**config.mk**
```make
export PLATFORM = sky130hd
export DESIGN_NAME = fifo_128x8_ctrl
export DESIGN_NICKNAME = d
export VERILOG_FILES = /design/src/rtl/fifo_128x8_pkg.sv /design/src/rtl/dpram_128x8.sv /design/src/rtl/fifo_128x8_ctrl.sv
export SDC_FILE = /design/constraint.sdc
export NUM_CORES = 1
export LEC_CHECK = 0
export ABC_AREA = 1
export CAP_MARGIN = 40
export CORE_ASPECT_RATIO = 0.7
export CORE_UTILIZATION = 45
export CTS_CLUSTER_SIZE = 14
export DETAILED_ROUTE_END_ITERATION = 7
export PLACE_DENSITY = 0.63
export SYNTH_ARGS = -nofsm -noshare
export SYNTH_HDL_FRONTEND = slang
export SYNTH_SLANG_ARGS = --single-unit
```
**constraint.sdc**
```tcl
create_clock -name clk -period 4.8 [get_ports clk]
set_input_delay 0.48 -clock clk [delete_from_list [all_inputs] [get_ports clk]]
set_output_delay 0.48 -clock clk [all_outputs]
set_load 0.05 [all_outputs]
```
**src/rtl/fifo_128x8_pkg.sv**
```systemverilog
// fifo_128x8_pkg
//   Shared sizes for the 128x8 FWFT FIFO controller and its block RAM.
//   AW        : RAM address width
//   DW        : data width
//   RAM_DEPTH : entries held in the RAM
//   LEVEL_MAX : total capacity (RAM entries plus the RAM read register)
//   LEVEL_W   : width of occupancy counters (holds 0..LEVEL_MAX)
package fifo_128x8_pkg;

  localparam int AW        = 7;
  localparam int DW        = 8;
  localparam int RAM_DEPTH = 128;
  localparam int LEVEL_MAX = 129;
  localparam int LEVEL_W   = 8;

  typedef logic [AW-1:0]      addr_t;
  typedef logic [DW-1:0]      data_t;
  typedef logic [LEVEL_W-1:0] level_t;

endpackage

```
**src/rtl/dpram_128x8.sv**
```systemverilog
// dpram_128x8
//   Simple dual-port 128x8 block RAM, one write port and one registered
//   read port, both on the same clock. Contents and the read register are
//   not reset.
//   clk      : clock for both ports
//   wen      : write enable
//   waddr    : write address
//   data_in  : write data
//   ren      : read enable, loads data_out on the next edge
//   raddr    : read address
//   data_out : registered read data
module dpram_128x8
  import fifo_128x8_pkg::*;
(
  input  logic  clk,
  input  logic  wen,
  input  addr_t waddr,
  input  data_t data_in,
  input  logic  ren,
  input  addr_t raddr,
  output data_t data_out
);

  data_t mem [0:RAM_DEPTH-1];

  always_ff @(posedge clk) begin
    if (wen) begin
      mem[waddr] <= data_in;
    end
  end

  always_ff @(posedge clk) begin
    if (ren) begin
      data_out <= mem[raddr];
    end
  end

endmodule

```
**src/rtl/fifo_128x8_ctrl.sv**
```systemverilog
// fifo_128x8_ctrl
//   First-word-fall-through FIFO controller sequencing one dpram_128x8.
//   The RAM read register doubles as the FIFO output register, so total
//   capacity is 128 RAM entries plus one held at the output (129).
//   clk          : clock
//   RN           : asynchronous active-low reset
//   flush        : synchronous clear of pointers, counts and out_valid
//   in_valid     : producer has data
//   in_data      : push data
//   in_ready     : push accepted this cycle when in_valid is high
//   out_valid    : out_data holds the head entry
//   out_data     : head entry (RAM read register)
//   out_ready    : consumer takes the head this cycle
//   level        : entries held, 0..129
//   full/empty   : level==129 / level==0
//   almost_full  : level >= AFULL_TH
//   almost_empty : level <= AEMPTY_TH
module fifo_128x8_ctrl
  import fifo_128x8_pkg::*;
#(
  parameter int AFULL_TH  = 120,
  parameter int AEMPTY_TH = 8
) (
  input  logic       clk,
  input  logic       RN,
  input  logic       flush,
  input  logic       in_valid,
  input  logic [7:0] in_data,
  output logic       in_ready,
  output logic       out_valid,
  output logic [7:0] out_data,
  input  logic       out_ready,
  output logic [7:0] level,
  output logic       full,
  output logic       empty,
  output logic       almost_full,
  output logic       almost_empty
);

  addr_t  wptr_reg, wptr_next;
  addr_t  rptr_reg, rptr_next;
  level_t ram_cnt_reg, ram_cnt_next;
  logic   out_valid_reg, out_valid_next;
  level_t level_reg, level_next;
  logic   run_reg;
  logic   full_reg, empty_reg, afull_reg, aempty_reg;

  logic   push, pop, fetch;

  // run_reg keeps in_ready low until the first edge after reset release.
  assign in_ready = run_reg & ~flush & (ram_cnt_reg != level_t'(RAM_DEPTH));

  always_comb begin
    push           = in_valid & in_ready;
    pop            = out_valid_reg & out_ready;
    // Refill the output register whenever it is empty or being drained.
    fetch          = (ram_cnt_reg != '0) & (~out_valid_reg | pop) & ~flush;

    wptr_next      = wptr_reg;
    rptr_next      = rptr_reg;
    ram_cnt_next   = ram_cnt_reg;
    out_valid_next = out_valid_reg;

    if (flush) begin
      wptr_next      = '0;
      rptr_next      = '0;
      ram_cnt_next   = '0;
      out_valid_next = 1'b0;
    end else begin
      if (push) begin
        wptr_next = wptr_reg + 1'b1;
      end
      if (fetch) begin
        rptr_next = rptr_reg + 1'b1;
      end
      ram_cnt_next = ram_cnt_reg + level_t'(push) - level_t'(fetch);
      if (fetch) begin
        out_valid_next = 1'b1;
      end else if (pop) begin
        out_valid_next = 1'b0;
      end
    end

    level_next = ram_cnt_next + level_t'(out_valid_next);
  end

  always_ff @(posedge clk or negedge RN) begin
    if (!RN) begin
      wptr_reg      <= '0;
      rptr_reg      <= '0;
      ram_cnt_reg   <= '0;
      out_valid_reg <= 1'b0;
      level_reg     <= '0;
      run_reg       <= 1'b0;
      full_reg      <= 1'b0;
      empty_reg     <= 1'b1;
      afull_reg     <= 1'b0;
      aempty_reg    <= 1'b1;
    end else begin
      wptr_reg      <= wptr_next;
      rptr_reg      <= rptr_next;
      ram_cnt_reg   <= ram_cnt_next;
      out_valid_reg <= out_valid_next;
      level_reg     <= level_next;
      run_reg       <= 1'b1;
      // Flags come from the next level so they line up with level.
      full_reg      <= (level_next == level_t'(LEVEL_MAX));
      empty_reg     <= (level_next == '0);
      afull_reg     <= (level_next >= level_t'(AFULL_TH));
      aempty_reg    <= (level_next <= level_t'(AEMPTY_TH));
    end
  end

  // A fetch needs ram_cnt>0 and a push needs ram_cnt<128, so read and
  // write addresses never collide in the same cycle.
  dpram_128x8 memory_fifo (
    .clk      (clk),
    .wen      (push),
    .waddr    (wptr_reg),
    .data_in  (in_data),
    .ren      (fetch),
    .raddr    (rptr_reg),
    .data_out (out_data)
  );

  assign out_valid    = out_valid_reg;
  assign level        = level_reg;
  assign full         = full_reg;
  assign empty        = empty_reg;
  assign almost_full  = afull_reg;
  assign almost_empty = aempty_reg;

endmodule

```
# Yosys cells after proc, flatten, opt, wreduce, memory -nomap -nowiden
# Memory sizes are Yosys's and may differ from the RTL's. A register that Yosys moved wholly into a read port is not among the register bits.
# Index checks and enable logic that the tools add are counted.
# totals
ram_bits,1024
word_cells,43
ff_bits,36
mem_count,1
output_inout_bits,22
# classes
magnitude_cmp,2
bitwise,9
mux,10
n_eq_ne,2
addsub,5
n_reduce_logical,4
# memory_table
memory,depth,width,rd,rd_ports_with_merged_regs,wr,line,rtl
memory_fifo.mem,128,8,1,1,1,dpram_128x8.sv:24,data_t mem [0:RAM_DEPTH-1];
# op_table
cell,count
7-bit 2-to-1 mux,4
8-bit by 1-bit adder with 8-bit output,2
"7-bit by 1-bit adder with 7-bit output, second input constant",2
"8-bit == test, second input constant",1
"8-bit by 7-bit >= comparator with 1-bit output, second input constant",1
"8-bit by 4-bit <= comparator with 1-bit output, second input constant",1
8-bit zero test,1
8-bit 2-to-1 mux,1
"8-bit != test, second input constant",1
8-bit nonzero test,1
8-bit by 1-bit subtractor with 8-bit output,1
1-bit bitwise AND,6
1-bit 2-to-1 mux,5
2-bit nonzero test,2
1-bit NOT,2
1-bit bitwise OR,1

# Longest topological paths before layout
# Gate-level depths: netlist (run 1).
# depth
ltp_word,9
mapped_depth,25
depth_no_buf,25

# Modules after synthesis
# Synthesis (run 1) repeated with hierarchy kept, for this count alone.
# unflattened
cells_unflattened,3826
area_unflattened_um2,44263.7
# modules_own_cells
module,instances,area_each_um2,cells_each
dpram_128x8,1,42184.2,3575
fifo_128x8_ctrl,1,2079.5,251

# Worst setup path after synthesis (run 1)
# No wires, ideal clock.
# synth_timing
path_kind,register to register
startpoint,register out_valid_reg (netlist: out_valid)
endpoint,register full_reg (netlist: full)
period_less_slack_ns,3.547
path_stages_with_launch,21
setup_ns,0.071
path_buffers,0
arrival_time_ns,3.476
t_required_ns,4.729
setup_slack_ns,1.253
cell_sequence,dfrtp_1 nand2_1 nand2_1 nor2_1 ha_1 inv_1 ha_1 inv_1 fa_1 nor2_1 ha_1 inv_1 nor2_1 nand4_1 nor2_2 nand2_1 nand2_1 nand2_1 nor2_1 nand2_1 nor2_1
# synth_between
elab_chain_len,8
# synth_lines
element,line,rtl
from (decl),fifo_128x8_ctrl.sv:43,"logic out_valid_reg, out_valid_next;"
from (signal assigned),fifo_128x8_ctrl.sv:103,out_valid_reg <= out_valid_next;
1-bit bitwise AND / 1-bit NOT (equally long branches),"fifo_128x8_ctrl.sv:55, fifo_128x8_ctrl.sv:57",
1-bit bitwise OR *,fifo_128x8_ctrl.sv:57,fetch = (ram_cnt_reg != '0) & (~out_valid_reg | pop) & ~flush;
1-bit bitwise AND * (2 in series),fifo_128x8_ctrl.sv:57,
named net fetch,fifo_128x8_ctrl.sv:48,"logic push, pop, fetch;"
8-bit by 1-bit subtractor with 8-bit output *,fifo_128x8_ctrl.sv:76,ram_cnt_next = ram_cnt_reg + level_t'(push) - level_t'(fetch);
8-bit 2-to-1 mux *,fifo_128x8_ctrl.sv:64,if (flush) begin
named net ram_cnt_next[1],fifo_128x8_ctrl.sv:42,"level_t ram_cnt_reg, ram_cnt_next;"
8-bit by 1-bit adder with 8-bit output *,fifo_128x8_ctrl.sv:84,level_next = ram_cnt_next + level_t'(out_valid_next);
named net level_next[6],fifo_128x8_ctrl.sv:44,"level_t level_reg, level_next;"
8-bit == test *,fifo_128x8_ctrl.sv:107,full_reg <= (level_next == level_t'(LEVEL_MAX));
to (signal assigned),fifo_128x8_ctrl.sv:107,
to (decl),fifo_128x8_ctrl.sv:46,"logic full_reg, empty_reg, afull_reg, aempty_reg;"
# The timed path passes the listed nets; every way through them passes the cells marked *.
# A chain may end at the register's enable or synchronous reset.

# Worst setup path in the final report (run 1)
# layout_timing
startpoint,register ram_cnt_reg[4]
endpoint,register full_reg (netlist: full)
# layout_lines
element,line,rtl
from (decl),fifo_128x8_ctrl.sv:42,
from (signal assigned),fifo_128x8_ctrl.sv:102,ram_cnt_reg <= ram_cnt_next;
8-bit nonzero test,fifo_128x8_ctrl.sv:57,
1-bit bitwise AND (2 in series),fifo_128x8_ctrl.sv:57,
named net fetch,fifo_128x8_ctrl.sv:48,
8-bit by 1-bit subtractor with 8-bit output,fifo_128x8_ctrl.sv:76,
8-bit 2-to-1 mux,fifo_128x8_ctrl.sv:64,
named net ram_cnt_next[1],fifo_128x8_ctrl.sv:42,
8-bit by 1-bit adder with 8-bit output,fifo_128x8_ctrl.sv:84,
named net level_next[6],fifo_128x8_ctrl.sv:44,
8-bit == test,fifo_128x8_ctrl.sv:107,
# The timed path passes the listed nets, and every way through them passes these cells.

==> flow_summary.rst, run 1 <==
.. list-table::
   :header-rows: 1

   * - Metric
     - Value
   * - Top Ports
     - 35
   * - DR DRC count
     - 0
   * - Count of buffers inserted at the top-level ports
     - 34
   * - Die area
     - 99090 µm²
   * - Multi-input gate area in the final layout
     - 10450 µm²
   * - Worst min-delay path startpoint
     - in_data[6]
   * - Cell at the slowest stage of the critical path
     - sky130_fd_sc_hd__fa_1
   * - Initial antenna violation count
     - 3
   * - Adder and majority gate portion of the synthesized area
     - 0.5003%
   * - Max-cap viol count
     - 0
   * - Leading cell types by total area after synthesis
     - sky130_fd_sc_hd__edfxtp_1 (70%), sky130_fd_sc_hd__nor2_1 (8.2%), sky130_fd_sc_hd__o21ai_0 (5.2%), sky130_fd_sc_hd__nand2_1 (3.8%), sky130_fd_sc_hd__nand3_1 (2.1%)
   * - Number of synthesized register bits
     - 1068
   * - Critical path's top delay family
     - simple AND/OR/NAND/NOR gates
   * - Lkg Pwr
     - 0.01653 µW
   * - Cell variety after synth
     - 33
   * - Count of vias placed by the detailed router
     - 28690
   * - Final wirelength
     - 118100 µm
   * - H-tree levels
     - 3
   * - Area taken by flip-flops and latches
     - 31900 µm²
   * - Worst R2R End
     - full$_DFF_PN0_
   * - Most used cells in the layout excluding fill and tap cells
     - sky130_fd_sc_hd__edfxtp_1 (1032), sky130_fd_sc_hd__nor2_1 (963), sky130_fd_sc_hd__o21ai_0 (461)
   * - Clock tree from TritonCTS
     - done
   * - Number of hold violations in the final report
     - 0
   * - Setup TNS
     - 0 ps
   * - Number of synthesis warnings
     - 0
   * - Cell area after synthesis
     - 44020 µm²
   * - Slew at the pin with the worst max-slew slack
     - 1022 ps
   * - Register-to-register path setup slack
     - 990 ps
   * - Die Width
     - 375.8 µm
   * - Final weighted congestion in routability-driven placement
     - 0.8650
   * - Worst relative slew slack
     - 31.88%
   * - Worst setup path start
     - ram_cnt_reg[4]$_DFF_PN0_
   * - Post-synthesis sequential area ratio
     - 72.46%
   * - Latest clock arrival within the worst-skew pair
     - 700 ps
   * - Largest net degree at the start of global routing
     - 207
   * - Register name with the most flops
     - memory_fifo.mem
   * - Top fanout value on the critical path
     - 5
   * - Via count of the first global-routing pass
     - 27080
   * - Crit Path Category
     - reg -> reg
   * - Worst hold path type
     - in -> reg
   * - Number of buffers inserted to repair setup after CTS
     - 0
   * - Largest buffer count on any clock path
     - 3
   * - Placed wire-length estimate
     - 68620 µm
   * - Required time reported for the critical path endpoint
     - 5420 ps
   * - Area share of the leading cell type in the synthesized netlist
     - 70.40%
   * - Worst-path cell chain
     - inv_1, ha_1, nand2_1, nor3_1, nand2_1, nand2_1, nor2_1, ha_1, inv_1, ha_1, inv_1, fa_1, nor2_1, ha_1, inv_1, nor2_1, nand4_1, nor2_2, nand2_1, nand2_1, nand2_1, nor2_1, nand2_1, nor2_1
   * - First-pass DRT Iterations
     - 6
   * - Sinks on the clock net
     - 1068
   * - Clock-pin transition on the worst setup and hold timing paths
     - 60 ps
   * - Utilization after layout
     - 50.58%
   * - Maximum clock frequency
     - 262.7 MHz
   * - Mapped Avg Cell Area
     - 11.78 µm²
   * - Chip Height
     - 263.7 µm
   * - Critical path buffers and inverters
     - 4
   * - Main combinational cell family by area after synthesis
     - simple AND/OR/NAND/NOR gates
   * - Mean number of vias per cell
     - 5.594
   * - Total nets after synthesis
     - 3768
   * - Path depth of the worst reg2reg path
     - 24
   * - Number of violations reported at the end of detailed-routing iteration 0
     - 3684
   * - Synthesized instance count
     - 3738
   * - Largest register FFs
     - 1024
   * - Crit start category
     - flop
   * - Multiplexer share of the synthesized area
     - 0%
   * - CP max stage delay
     - 440 ps
   * - Arrival @ worst endpoint
     - 4420 ps
   * - Tcrit/Tclk final
     - 79.30%
   * - Post-Synth Simple-Gate Area
     - 14.63%
   * - Most Frequent Cell on Critical Path
     - sky130_fd_sc_hd__nand2_1
   * - Syn-to-layout area delta
     - 10.76%
   * - # fillers
     - 8382
   * - Complex-gate fraction of the synthesized area
     - 8.547%
   * - Root buffer cell
     - sky130_fd_sc_hd__clkbuf_16
   * - Effective utilization at floorplan
     - 45.66%
   * - Net count, final
     - 3770
   * - ANT nets after route
     - 0
   * - Fraction of layout instances using a drive strength above 1
     - 6.702%
   * - Worst reg2reg path startpoint
     - ram_cnt_reg[4]$_DFF_PN0_
   * - # diodes
     - 0
   * - Synth area leader
     - sky130_fd_sc_hd__edfxtp_1
   * - Max-slew violation count
     - 0
   * - Worst-case hold path end point
     - memory_fifo.mem[112][6]$_DFFE_PP_
   * - Setup violations, final
     - 0
   * - CP Capture Type
     - flop
   * - Number of instances on the worst hold path
     - 1
   * - Number of buffers added by the clock tree synthesis step
     - 97
   * - Wire length per cell after detailed routing
     - 23.02 µm
   * - Xor-xnor portion of the synthesized cell area
     - 0.03980%
   * - Outcome
     - completed
   * - Global-route wire length before repair
     - 176500 µm
   * - Final critical delay including setup and external delays
     - 3806 ps
   * - Maximum VDD drop
     - 0.0004334 V
   * - All-Layer GR Usage
     - 23.88%
   * - Most common library cell in the layout ignoring fill and taps
     - sky130_fd_sc_hd__edfxtp_1
   * - Area of the core region
     - 96400 µm²
   * - Congestion Overflow GR
     - 0
   * - Largest clock skew in the final design
     - 22.95 ps
   * - Power density over the cells
     - 512.2 nW/µm²
   * - Row cnt
     - 95
   * - Unrepaired setup endpoints after global routing
     - no
-- worst max path at each step --
stage | end | slack, ps | cells past startpoint
after floorplan | full$_DFF_PN0_ | 1250 | 20
after global placement | full$_DFF_PN0_ | 790 | 23
after detailed placement | full$_DFF_PN0_ | 730 | 23
after CTS | full$_DFF_PN0_ | 1010 | 24
after global routing | full$_DFF_PN0_ | 520 | 24
final | full$_DFF_PN0_ | 990 | 24
-- through the flow --
stage	cell area [µm²]	worst slack (ps)	std cells	power (µW)	hold slack, ps
finish	48750	993.6	5129	24970	102.7
global route	48750	523.5	5129	26100	74.52
CTS	48750	1009	5129	24960	55.03
detailed placement	45680	734.1	4949	17400	344.8
global placement	45490	787.1	4941	17370	603.5
floorplan	44020	1253	3738	15340	184.4
-- worst reg2reg max path: stages, from the launching register on --
cell	delay [ps]
sky130_fd_sc_hd__dfrtp_1	400
sky130_fd_sc_hd__inv_1	90
sky130_fd_sc_hd__ha_1	140
sky130_fd_sc_hd__nand2_1	60
sky130_fd_sc_hd__nor3_1	250
sky130_fd_sc_hd__nand2_1	90
sky130_fd_sc_hd__nand2_1	170
sky130_fd_sc_hd__nor2_1	80
sky130_fd_sc_hd__ha_1	290
sky130_fd_sc_hd__inv_1	60
sky130_fd_sc_hd__ha_1	190
sky130_fd_sc_hd__inv_1	70
sky130_fd_sc_hd__fa_1	440
sky130_fd_sc_hd__nor2_1	210
sky130_fd_sc_hd__ha_1	230
sky130_fd_sc_hd__inv_1	50
sky130_fd_sc_hd__nor2_1	100
sky130_fd_sc_hd__nand4_1	130
sky130_fd_sc_hd__nor2_2	180
sky130_fd_sc_hd__nand2_1	90
sky130_fd_sc_hd__nand2_1	70
sky130_fd_sc_hd__nand2_1	80
sky130_fd_sc_hd__nor2_1	100
sky130_fd_sc_hd__nand2_1	60
sky130_fd_sc_hd__nor2_1	100
-- timing repair --
action,in CTS,in global routing
hold buffers,1,0
resized for setup,0,0
hold endpoints to repair,36,0
-- layer usage --
| layer | up-vias | track usage (%) | part of all wire [%] |
|---|---|---|---|
| li1 | 13140 | - | - |
| met1 | 14010 | 36.42 | 44 |
| met2 | 1375 | 32.76 | 42 |
| met3 | 162 | 7.350 | 12 |
| met4 | 2 | 6.442 | 2.4 |
| met5 | - | 0 | 0.0085 |
-- final cells by class --
type / count / share of cell area (%)
Sequential cell: 1068 / 65.44
Multi-Input combinational cell: 2342 / 21.43
Clock buffer: 133 / 5.559
Tap cell: 1309 / 3.359
Timing Repair Buffer: 124 / 2.628
Inverter: 107 / 0.8495
Clock inverter: 46 / 0.7365
-- synth_stat cells (all sizes together) --
cell,number
a21boi,1
a21oi,39
a31oi,4
buf,151
clkbuf,70
clkinv,2
conb,1
dfrtp,34
dfstp,2
edfxtp,1032
fa,1
ha,16
inv,105
nand2,440
nand3,192
nand4,6
nor2,967
nor3,11
o211ai,88
o21a,1
o21ai,520
o21bai,1
o22ai,41
or2,11
xor2,2
-- power by group --
group | switching [µW] | leakage [µW] | internal (µW)
clock network | 3390 | 0.00150 | 4260
registers | 171 | 0.00974 | 10400
logic | 4900 | 0.00529 | 1890
-- cell families (layout without fill, tap and decap cells) --
kind of cell | Yosys count | after routing
buffers and inverters | 328 | 410
AND/OR/NAND/NOR | 1627 | 1627
XOR/XNOR | 2 | 2
flip-flops | 1068 | 1068
AO/OA/AOI/OAI | 695 | 695
adder cells (fa/ha/maj) | 17 | 17
other | 1 | 1
Power figures use the tool's default switching activity.
==> run 2, diff against run 1 <==
- clock period: 4.8 -> 3.6 ns (I/O delays scaled with it)
==> run 2 against run 1 <==
Net effect:
- via count grew 0.50%
- sequential power grew 33%
- global-route usage shrank 0.57 points
- die area is the same
- clock power grew 37%
- combinational power grew 40%
- total power grew 37%
==> flow_summary.rst, run 2 (synthesis gave the netlist of run 1 again) <==
.. list-table::
   :header-rows: 1

   * - Metric
     - Value
   * - Outcome
     - completed
   * - Lkg Pwr
     - 0.01683 µW
   * - Slew at the pin with the worst max-slew slack
     - 924.0 ps
   * - Most common library cell in the layout ignoring fill and taps
     - sky130_fd_sc_hd__edfxtp_1
   * - First-pass DRT Iterations
     - 5
   * - Row cnt
     - 95
   * - Worst relative slew slack
     - 38.17%
   * - Clock tree from TritonCTS
     - done
   * - Clk pwr share
     - 30.9%
   * - Crit start category
     - flop
   * - Internal power
     - 22610 µW
   * - Largest net degree at the start of global routing
     - 130
   * - Portion of total power attributed to combinational logic
     - 27.9%
   * - H-tree levels
     - 3
   * - Sequential Power Share
     - 41.2%
   * - Maximum VDD drop
     - 0.0005208 V
   * - Root buffer cell
     - sky130_fd_sc_hd__clkbuf_16
   * - Final Instance Area
     - 49420 µm²
   * - Net load switching power
     - 11480 µW
   * - Worst hold path type
     - in -> async
   * - Arrival @ worst endpoint
     - 4110 ps
   * - Die area
     - 99090 µm²
   * - Most used cells in the layout excluding fill and tap cells
     - sky130_fd_sc_hd__edfxtp_1 (1032), sky130_fd_sc_hd__nor2_1 (959), sky130_fd_sc_hd__o21ai_0 (461)
   * - Setup violations, final
     - 0
   * - Final hold slack
     - 63.83 ps
   * - Area of the core region
     - 96400 µm²
   * - Net count, final
     - 3817
   * - Number of buffers added by the clock tree synthesis step
     - 100
   * - Register name with the most flops
     - memory_fifo.mem
   * - Number of hold violations in the final report
     - 0
   * - DR DRC count
     - 0
   * - Largest register FFs
     - 1024
   * - ANT nets after route
     - 0
   * - Clock-pin transition on the worst setup and hold timing paths
     - 60 ps
   * - Number of violations reported at the end of detailed-routing iteration 0
     - 3774
   * - Chip Height
     - 263.7 µm
   * - Effective utilization at floorplan
     - 45.66%
   * - Initial antenna violation count
     - 5
   * - Largest buffer count on any clock path
     - 3
   * - Final wirelength
     - 116400 µm
   * - Tcrit/Tclk final
     - 96.95%
   * - Placed wire-length estimate
     - 68550 µm
   * - Congestion Overflow GR
     - 0
   * - Switching Share
     - 33.68%
   * - Count of buffers inserted at the top-level ports
     - 34
   * - # diodes
     - 0
   * - Wire length per cell after detailed routing
     - 22.48 µm
   * - Count of vias placed by the detailed router
     - 28840
   * - Latest clock arrival within the worst-skew pair
     - 710 ps
   * - Fraction of layout instances using a drive strength above 1
     - 8.562%
   * - # fillers
     - 8251
   * - Via count of the first global-routing pass
     - 26850
   * - Pre-CTS setup slack
     - -20.92 ps
   * - Power density over the cells
     - 690.0 nW/µm²
   * - Global-route wire length before repair
     - 173700 µm
   * - Max-cap viol count
     - 0
   * - Sinks on the clock net
     - 1068
   * - Die Width
     - 375.8 µm
   * - Utilization after layout
     - 51.26%
   * - Minimum setup slack in the final design
     - 109.8 ps
   * - Syn-to-layout area delta
     - 12.27%
   * - Mean number of vias per cell
     - 5.572
   * - All-Layer GR Usage
     - 23.31%
   * - Maximum clock frequency
     - 286.5 MHz
   * - Total placed instance area
     - 46050 µm²
   * - Max-slew violation count
     - 0
   * - Top fanout value on the critical path
     - 4
   * - Final weighted congestion in routability-driven placement
     - 0.8807
   * - Final critical delay including setup and external delays
     - 3490 ps
   * - Crit Path Category
     - reg -> reg
   * - Largest clock skew in the final design
     - 23.11 ps
   * - Required time reported for the critical path endpoint
     - 4220 ps
   * - Top Ports
     - 35
   * - CP Capture Type
     - flop
run 2: cell types whose count changed in the layout (fill, tap and decap cells not counted), moves of 6 or more:
| cell | previous run | this run |
|---|---|---|
| sky130_fd_sc_hd__nand2_1 | 440 | 434 |
| sky130_fd_sc_hd__clkbuf_1 | 28 | 19 |
| sky130_fd_sc_hd__buf_4 | 77 | 112 |
| sky130_fd_sc_hd__inv_2 | 5 | 11 |
| sky130_fd_sc_hd__inv_1 | 99 | 93 |
| sky130_fd_sc_hd__buf_12 | 15 | 29 |
run 2: per-stage QoR:
step	TNS, ps	cells	total power, µW
2_1_floorplan	0	3738	20450
4_1_cts	0	5171	33960
3_3_place_gp	0	4987	23420
5_1_grt	-179.5	5175	35590
6_report	0	5175	34100
3_5_place_dp	-34.91	4989	23500
run 2: path summary, 6_finish.rpt:
kind                       slack, ps                               end                     start  depth (start not counted)
min reg2reg                      620           wptr_reg[4]$_DFFE_PN0P_   wptr_reg[4]$_DFFE_PN0P_                          2
max                              110                   empty$_DFF_PN1_  ram_cnt_reg[4]$_DFF_PN0_                         24
max in group asynchronous       3100           rptr_reg[1]$_DFFE_PN0P_                        RN                          3
min in group clk                  80  memory_fifo.mem[37][4]$_DFFE_PP_                in_data[4]                          1
min                               60             almost_full$_DFF_PN0_                        RN                          2
max reg2reg                      110                   empty$_DFF_PN1_  ram_cnt_reg[4]$_DFF_PN0_                         24
run 2: final cells by class:
cell class | count | area [µm²] | area share, %
clock buffers | 124 | 2654 | 5.370
clock inverters | 57 | 548.0 | 1.109
inverters | 107 | 414.1 | 0.8380
multi-input cells | 2342 | 10570 | 21.40
flip-flops and latches | 1068 | 31900 | 64.56
well taps | 1309 | 1638 | 3.314
repair buffers | 168 | 1687 | 3.413
run 2: worst max-delay path, stage by stage, from the launching register on:
cell	delay [ps]
sky130_fd_sc_hd__dfrtp_1	410
sky130_fd_sc_hd__inv_2	90
sky130_fd_sc_hd__ha_4	140
sky130_fd_sc_hd__nand2_4	50
sky130_fd_sc_hd__nor3_4	160
sky130_fd_sc_hd__nand2_1	90
sky130_fd_sc_hd__nand2_2	90
sky130_fd_sc_hd__nor2_4	40
sky130_fd_sc_hd__inv_2	80
sky130_fd_sc_hd__ha_4	200
sky130_fd_sc_hd__inv_2	60
sky130_fd_sc_hd__ha_4	130
sky130_fd_sc_hd__inv_2	40
sky130_fd_sc_hd__fa_1	490
sky130_fd_sc_hd__nor2_4	180
sky130_fd_sc_hd__ha_4	150
sky130_fd_sc_hd__inv_1	30
sky130_fd_sc_hd__nor2_1	70
sky130_fd_sc_hd__nand4_1	130
sky130_fd_sc_hd__nor2_2	240
sky130_fd_sc_hd__buf_4	150
sky130_fd_sc_hd__nand3_2	60
sky130_fd_sc_hd__nand2_2	110
sky130_fd_sc_hd__nand3_4	70
sky130_fd_sc_hd__nor2_2	140
run 2: timing repair:
| item | in CTS | in global routing |
|---|---|---|
| setup endpoints to repair | 2 | 7 |
| setup buffers | 0 | 3 |
| gates resized for setup | 1 | 31 |
| hold buffers | 1 | 0 |
| pin swaps | 0 | 16 |
| endpoints found under the hold margin | 36 | 0 |
run 2: layer usage:
layer / GRT usage (%) / wire length [µm] / vias to the layer above
met2: 32.30 / 48970 / 1283
li1: - / - / 13230
met1: 37.32 / 53860 / 14160
met3: 4.128 / 10820 / 165
met4: 6.299 / 2667 / 4
met5: 0 / 33 / -
run 2: power groups by stage:
stage          clock (µW)  sequential, µW  combinational [µW]
4_1_cts             10700           14000                9270
2_1_floorplan           0           14500                5970
3_3_place_gp            0           14300                9140
6_report            10500           14000                9510
3_5_place_dp            0           14300                9220
5_1_grt             11100           14000               10400
